--- src/rtl/seg_scan_driver_if.sv ---
// Display-side signal bundle for seg_scan_driver: number/mode in, scanned segments out.
// The controller side (master) drives value/mode; the driver (slave) drives seg/an/busy.
interface seg_scan_driver_if;
  logic [15:0] value;
  logic        dec_mode;
  logic        blank_lz;
  logic [6:0]  seg;
  logic [3:0]  an;
  logic        busy;

  modport master (
    output value, dec_mode, blank_lz,
    input  seg, an, busy
  );

  modport slave (
    input  value, dec_mode, blank_lz,
    output seg, an, busy
  );
endinterface

--- src/rtl/seg_scan_driver.sv ---
// 4-digit common-anode seven-segment scan driver with hex or double-dabble decimal
// rendering, optional leading-zero blanking and atomic display update.
//
// state | meaning
// IDLE  | compare input against captured copy, capture on change
// CONV  | 16 double-dabble iterations, one per clk
// LOAD  | write display nibbles, overflow flag and leading-zero mask
module seg_scan_driver #(
  parameter int REFRESH_DIV = 100000,
  parameter int SCAN_W      = 17
) (
  input  logic            clk,
  input  logic            rst,
  seg_scan_driver_if.slave bus
);

  typedef enum logic [1:0] {IDLE, CONV, LOAD} state_t;

  state_t             state;
  logic [15:0]        cap_value;
  logic               cap_dec;
  logic [19:0]        bcd;
  logic [15:0]        bin;
  logic [3:0]         iter;
  logic [15:0]        disp_dig;
  logic [3:0]         lz_mask;
  logic               disp_ovf;
  logic [SCAN_W-1:0]  presc;
  logic [1:0]         idx;
  logic [6:0]         seg_q;
  logic [3:0]         an_q;
  logic               busy_q;

  logic [19:0]        bcd_adj;
  logic [15:0]        load_dig;
  logic               load_ovf;
  logic [3:0]         load_lz;
  logic [3:0]         cur_nib;
  logic               cur_blank;
  logic [6:0]         next_seg;
  logic [3:0]         next_an;

  function automatic logic [6:0] seg_code(input logic [3:0] n);
    logic [6:0] s;
    case (n)
      4'h0: s = 7'h40;
      4'h1: s = 7'h79;
      4'h2: s = 7'h24;
      4'h3: s = 7'h30;
      4'h4: s = 7'h19;
      4'h5: s = 7'h12;
      4'h6: s = 7'h02;
      4'h7: s = 7'h78;
      4'h8: s = 7'h00;
      4'h9: s = 7'h10;
      4'hA: s = 7'h08;
      4'hB: s = 7'h03;
      4'hC: s = 7'h46;
      4'hD: s = 7'h21;
      4'hE: s = 7'h06;
      default: s = 7'h0E;
    endcase
    return s;
  endfunction

  always_comb begin
    bcd_adj = bcd;
    for (int i = 0; i < 5; i++) begin
      if (bcd[4*i +: 4] >= 4'd5) bcd_adj[4*i +: 4] = bcd[4*i +: 4] + 4'd3;
    end
  end

  // Decimal overflow (ten-thousands nibble set) forces dashes and disables blanking.
  always_comb begin
    load_dig = cap_dec ? bcd[15:0] : cap_value;
    load_ovf = cap_dec & (|bcd[19:16]);
    load_lz  = 4'b0000;
    load_lz[3] = (load_dig[15:12] == 4'd0);
    load_lz[2] = load_lz[3] & (load_dig[11:8] == 4'd0);
    load_lz[1] = load_lz[2] & (load_dig[7:4] == 4'd0);
    if (load_ovf) load_lz = 4'b0000;
  end

  always_comb begin
    case (idx)
      2'd0:    cur_nib = disp_dig[3:0];
      2'd1:    cur_nib = disp_dig[7:4];
      2'd2:    cur_nib = disp_dig[11:8];
      default: cur_nib = disp_dig[15:12];
    endcase
    cur_blank = bus.blank_lz & lz_mask[idx] & ~disp_ovf;
    next_seg  = cur_blank ? 7'h7F : (disp_ovf ? 7'h3F : seg_code(cur_nib));
    next_an   = cur_blank ? 4'hF : ~(4'b0001 << idx);
  end

  always_ff @(posedge clk or negedge rst) begin
    if (!rst) begin
      state     <= IDLE;
      cap_value <= 16'd0;
      cap_dec   <= 1'b0;
      bcd       <= 20'd0;
      bin       <= 16'd0;
      iter      <= 4'd0;
      disp_dig  <= 16'd0;
      lz_mask   <= 4'b0000;
      disp_ovf  <= 1'b0;
      presc     <= '0;
      idx       <= 2'd0;
      seg_q     <= 7'h7F;
      an_q      <= 4'hF;
      busy_q    <= 1'b0;
    end else begin
      if (presc == SCAN_W'(REFRESH_DIV - 1)) begin
        presc <= '0;
        idx   <= idx + 2'd1;
      end else begin
        presc <= presc + 1'b1;
      end
      seg_q <= next_seg;
      an_q  <= next_an;

      case (state)
        IDLE: begin
          if ({bus.value, bus.dec_mode} != {cap_value, cap_dec}) begin
            cap_value <= bus.value;
            cap_dec   <= bus.dec_mode;
            busy_q    <= 1'b1;
            if (bus.dec_mode) begin
              state <= CONV;
              bcd   <= 20'd0;
              bin   <= bus.value;
              iter  <= 4'd0;
            end else begin
              state <= LOAD;
            end
          end
        end
        CONV: begin
          bcd  <= {bcd_adj[18:0], bin[15]};
          bin  <= {bin[14:0], 1'b0};
          iter <= iter + 4'd1;
          if (iter == 4'd15) state <= LOAD;
        end
        LOAD: begin
          disp_dig <= load_dig;
          disp_ovf <= load_ovf;
          lz_mask  <= load_lz;
          busy_q   <= 1'b0;
          state    <= IDLE;
        end
        default: begin
          busy_q <= 1'b0;
          state  <= IDLE;
        end
      endcase
    end
  end

  assign bus.seg  = seg_q;
  assign bus.an   = an_q;
  assign bus.busy = busy_q;

endmodule
--- src/flat_wrapper.sv ---
// flat-port wrapper written by rule: the top's interface ports become plain ports
module seg_scan_driver_flat 
#(
  parameter int REFRESH_DIV = 100000,
  parameter int SCAN_W      = 17
)
  (clk, rst, bus_value, bus_dec_mode, bus_blank_lz, bus_seg, bus_an, bus_busy);
  seg_scan_driver_if bus_i ();
  input  logic clk;
  input  logic rst;
  input wire logic [$bits(bus_i.value)-1:0] bus_value;
  input wire logic [$bits(bus_i.dec_mode)-1:0] bus_dec_mode;
  input wire logic [$bits(bus_i.blank_lz)-1:0] bus_blank_lz;
  output wire logic [$bits(bus_i.seg)-1:0] bus_seg;
  output wire logic [$bits(bus_i.an)-1:0] bus_an;
  output wire logic [$bits(bus_i.busy)-1:0] bus_busy;
  assign bus_i.value = bus_value;
  assign bus_i.dec_mode = bus_dec_mode;
  assign bus_i.blank_lz = bus_blank_lz;
  assign bus_seg = bus_i.seg;
  assign bus_an = bus_i.an;
  assign bus_busy = bus_i.busy;
  seg_scan_driver #(.REFRESH_DIV(REFRESH_DIV), .SCAN_W(SCAN_W)) u_core (.clk(clk), .rst(rst), .bus(bus_i));
endmodule
--- config.mk ---
export PLATFORM = sky130hd
export DESIGN_NAME = seg_scan_driver_flat
export DESIGN_NICKNAME = d
export VERILOG_FILES = /design/src/rtl/seg_scan_driver_if.sv /design/src/rtl/seg_scan_driver.sv /design/src/flat_wrapper.sv
export SDC_FILE = /design/constraint.sdc
export NUM_CORES = 1
export LEC_CHECK = 0
export BUFFER_PORTS_ARGS = -buffer_cell sky130_fd_sc_hd__buf_2
export CORE_MARGIN = 2
export CORE_UTILIZATION = 65
export DETAILED_ROUTE_END_ITERATION = 8
export GPL_TIMING_DRIVEN = 0
export PLACE_DENSITY = 0.93
export SLEW_MARGIN = 20
export SYNTH_ARGS = -nofsm -noshare
export SYNTH_HDL_FRONTEND = slang
export SYNTH_SLANG_ARGS = --single-unit
--- constraint.sdc ---
create_clock -name clk -period 5.86 [get_ports clk]
set_clock_uncertainty 0.1 [all_clocks]
set_input_delay 1.172 -clock clk [delete_from_list [all_inputs] [get_ports clk]]
set_output_delay 1.172 -clock clk [all_outputs]
set_load 0.05 [all_outputs]
-- Word level (Yosys, flattened, before mapping)
Memory sizes are Yosys's and may differ from the RTL's.
Index checks and enable logic that the tools add are counted.
W data, S select, Z words.
- bits of input ports: 20
- word-level logic and storage cells: 88
- memories: 1
- memory bits (read-only): 112
- register bits after elaboration: 111
- output and inout port bits: 12
- memories (memory ; depth ; width ; rd ports ; clocked after memory_dff ; wr ports ; RTL line ; text):
    (no name shown) ; 16 ; 7 ; 1 ; 0 ; 0 ; seg_scan_driver.sv:45 ; case (n)
- $add $sub $neg: 8
- magnitude comparators: 6
- eq/ne operators: 10
- multiplexer cells: 29
- reduce and logical (&&, ||, !) cells: 11
- bitwise gates (word level): 8
- shift operators: 1
- operators with widths (cell ; number):
    $mux W16 ; 3
    $mux W20 ; 2
    $pmux W20 S2 ; 1
    $mux W4 ; 8
    $pmux W16 S2 ; 1
    $ge A4 B3 Y1 const B ; 5
    $add A17 B1 Y17 const B ; 1
    $eq A17 B17 Y1 const B ; 1
    $mux W17 ; 1
    $ne A17 B17 Y1 ; 1
    $add A4 B2 Y4 const B ; 4
    $mux W7 ; 2
    $logic_not A4 Y1 ; 3
    $pmux W4 S3 ; 1
    $pmux W4 S2 ; 1
    $mux W2 ; 3
    $reduce_and A2 Y1 ; 3
    $and A1 B1 Y1 ; 5
    $add A4 B1 Y4 const B ; 1
    $eq A2 B1 Y1 const B ; 2
    $eq A2 B2 Y1 const B ; 2
    $eq A4 B4 Y1 const B ; 1
    $logic_not A2 Y1 ; 2
    $ne A2 B1 Y1 const B ; 2
    other kinds (15) ; 17

-- Logic depth before layout (Yosys ltp)
- depth after elaboration: 5
- mapped depth: 10
- mapped depth without buffers: 10

-- Worst setup path after synthesis
Ideal clock, no wire load.
- path kind: in2reg
- start: input port bus_value[10]
- end: register u_core.bin[10]
- path buffers: 1
- slack: 3.103 ns
- arrival: 2.531 ns
- setup time: 0.125 ns
- data required time: 5.635 ns
- cell stages on the path: 6
- path through: xor2_1 nor4_1 nand3_1 o31a_1 buf_6 mux2_4
- longest elaborated chain between the ends: 3
- elaborated cells between the ends (all ways): 6
- classes of those cells: eq/ne: 2; mux: 3; reduce/logical: 1
- ends and longest elaborated chain (element ; RTL line ; text):
    from (decl) ; flat_wrapper.sv:11 ; input wire logic [$bits(bus_i.value)-1:0] bus_value;
    $ne A17 B17 Y1 / $mux W16 (equally long branches) ; seg_scan_driver.sv:124, seg_scan_driver.sv:128 ;
    $ne A2 B1 Y1 (no line) / $mux W16 (equally long branches) ; - ;
    $reduce_and A3 Y1 (no line) / $pmux W16 S2 (equally long branches) ; - ;
    to (signal assigned) ; seg_scan_driver.sv:131 ; bin <= bus.value;
    to (signal assigned) ; seg_scan_driver.sv:140 ; bin <= {bin[14:0], 1'b0};
    to (decl) ; seg_scan_driver.sv:23 ; logic [15:0] bin;
Parallel ways exist; a longest one is shown, timed or not. The select of a mux whose other input is x is not followed.
A chain may end at the register's enable or synchronous reset.

-- Worst setup path in the final report
- start: input port bus_dec_mode
- end: register u_core.bcd[10]
- longest elaborated chain between the ends: 3
- elaborated cells between the ends (all ways): 4
- classes of those cells: eq/ne: 3; reduce/logical: 1
- ends and longest elaborated chain (element ; RTL line ; text):
    from (decl) ; flat_wrapper.sv:12 ; input wire logic [$bits(bus_i.dec_mode)-1:0] bus_dec_mode;
    $ne A17 B17 Y1 ; seg_scan_driver.sv:124 ; if ({bus.value, bus.dec_mode} != {cap_value, cap_dec}) begin
    $ne A2 B1 Y1 (no line) ; - ;
    $reduce_and A3 Y1 (no line) * ; - ;
    to (signal assigned) ; seg_scan_driver.sv:139 ; bcd <= {bcd_adj[18:0], bin[15]};
    to (decl) ; seg_scan_driver.sv:22 ; logic [19:0] bcd;
Every way passes the cells marked *; elsewhere a longest branch is shown, timed or not.

==> impl_metrics.ini <==
[grt]
grt_pass1_vias = 4344
grt_overflow = 0
grt_pass1_wl_um = 20390
grt_use_total = 0.2675
antenna_found_initial = 0
grt_max_degree = 77

[synthesis]
synth_edf_count = 0
netlist_area_um2 = 5667
ys.flop_type = dfrtp_1
synth_area_leaders = dfrtp_1 44%, nand2_1 6.2%, ha_1 5.3%
synth-seq-cells = 110
syn_avg_cell_area_um2 = 10.40
synthArstFlopShare = 1.000
seq_area_frac_synth = 0.4882
synth_cells = 545
synth_top_cell_area_share = 0.4372
synth.distinct_cells = 46
synth_nets = 589
yosysTopAreaCell = dfrtp_1
synth_warnings = 0

[power_and_ir_drop]
ir_worst_vdd_v = 0.0003725
power.density_nw_per_um2 = 500.8
p_leak_nw = 2.851
report.power.total_mw = 3.091

[worst_setup_path]
worstPathArrival_ns = 3.17
critical_path_class = input pin to flop
cp-start-kind = input pin
worst-path-max-fanout = 9
r2r_cells = 10
required_ns = 6.08
cp-end-kind = flop
regToRegSetupSlack_ns = 2.95

[route]
dr.pass1.iters = 7
routed_wirelength_um = 12110
vias = 4247
drtIter0Drc = 253
ant_nets = 0
drc_errors = 0
vias_per_cell = 6.058
wl_per_cell_um = 17.28

[placement]
post-place-ws_ns = 2.620
dpl_cell_area_um2 = 5991
portBuffers = 31
place_inst = 685
dp_hpwl_um = 8617
gp_congestion = 0.8864

[sta]
worst_pin_slew_ns = 1.000
period_share = 0.5029
fmax_mhz = 339.3
hold_ws_ns = 0.3564
finalHoldViolations = 0
setup_tns_ns = 0
rsz0062_at_grt = no
finalWorstSetupSlack_ns = 2.913
drv_slew = 0
layout_min_cycle_time_ns = 2.947
relSlewSlack = 0.3293
finalSetupViolCount = 0

[finish]
fin_area_um2 = 6172
final_common_cell = dfrtp_1
n_antenna_cell = 0
finalNetCount = 632
fin_util = 0.7183
finalNonFillerCells = 701
layout-drive-gt1-share = 0.1754
area_growth_pct = 8.920
layout_common_cells = 99 x dfrtp_1, 94 x nand2_1, 42 x o21ai_0

[cts]
clk_pin_slew_ns = 0.10
clk_latency_ns = 0.38
ctsLongestPathBuffers = 2
cts_setup_buffers = 0
htreeDepth = 3
clock_sinks = 110
cts_tree = done
clockRootBuffer = clkbuf_8
postCtsHoldBufs = 0
cts_resized = 0
numCtsBuffers = 9

[die]
coreArea_um2 = 8593
dieWidth_um = 97.37
io_pins = 32
die_h_um = 97.37
dieArea_um2 = 9481
start_util = 0.6594
num_rows = 34

[worst_hold_path]
holdPathStages = 1
hold_path_class = flop to flop

[flow_run]
cap_viol_max_count = 0

[run_status]
status = complete, no violations
==> worst paths after layout <==
kind / start / endpoint
worst max-delay path: bus_dec_mode / u_core.bcd[10]
worst min-delay path: u_core.disp_ovf / u_core.bus.seg[6]
worst max register to register: u_core.idx[1] / u_core.bus.seg[3]
worst min register to register: u_core.disp_ovf / u_core.bus.seg[6]
max in group asynchronous: rst / u_core.state[0]
min in group asynchronous: rst / u_core.presc[8]
==> report_power, final <==
part / leakage (nW) / internal, mW / switching [mW] / total (mW)
combinational: 1.39 / 0.603 / 0.791 / 1.39
clock: 0.0826 / 0.170 / 0.263 / 0.432
sequential: 1.38 / 1.04 / 0.227 / 1.26
==> area by class of cell <==
type                            instances  area, µm²
Tap cell                              108      135.1
Buffer                                 22      112.6
Fill cell                             591       2421
Multi-Input combinational cell        390       2701
Clock buffer                           11      141.4
Inverter                               23      86.33
Timing Repair Buffer                   32      188.9
Sequential cell                       110       2766
Clock inverter                          5      40.04
==> per-layer routing <==
metal	vias up	routed length (µm)	global-route usage
met5	-	0	0
li1	1970	-	-
met3	41	582	0.04820
met2	141	6225	0.4716
met4	0	367	0.1004
met1	2095	4937	0.3286
==> cell families after synthesis <==
group / count (synthesis) / share of synthesized area
simple gates: 176 / 0.1451
compound gates: 94 / 0.1020
xor+xnor: 40 / 0.06182
fa+ha+maj: 24 / 0.05299
buf+inv: 45 / 0.03511
mux: 56 / 0.1148
flops: 110 / 0.4882
==> cell usage after synthesis (all sizes together) (7+ instances only) <==
master  number
dfrtp       99
nand2       94
o21ai       43
mux2        36
ha          24
inv         23
xor2        21
mux2i       20
nor2        20
xnor2       19
a21oi       15
clkbuf      15
dfstp       11
nor4        11
nand3       10
nand2b       9
a31oi        7
buf          7
o22ai        7
==> state kept, by name (all words and copies together) (netlist names) <==
| signal | count |
|---|---|
| u_core.bus.an | 4 |
| u_core.presc | 17 |
| u_core.cap_dec | 1 |
| u_core.lz_mask | 3 |
| u_core.state | 2 |
| u_core.disp_dig | 16 |
| u_core.disp_ovf | 1 |
| u_core.idx | 2 |
| u_core.iter | 4 |
| u_core.bus.seg | 7 |
| u_core.bin | 16 |
| u_core.bcd | 20 |
| u_core.bus.busy | 1 |
| u_core.cap_value | 16 |
==> critical path, cell delays in order <==
cell and delay [ns]:
buf_2 0.14, xor2_1 0.16, nor4_1 0.35, nand3_1 0.21, o31ai_2 0.87, a22o_1 0.27
Note: power is estimated with default switching activity, not from simulation.
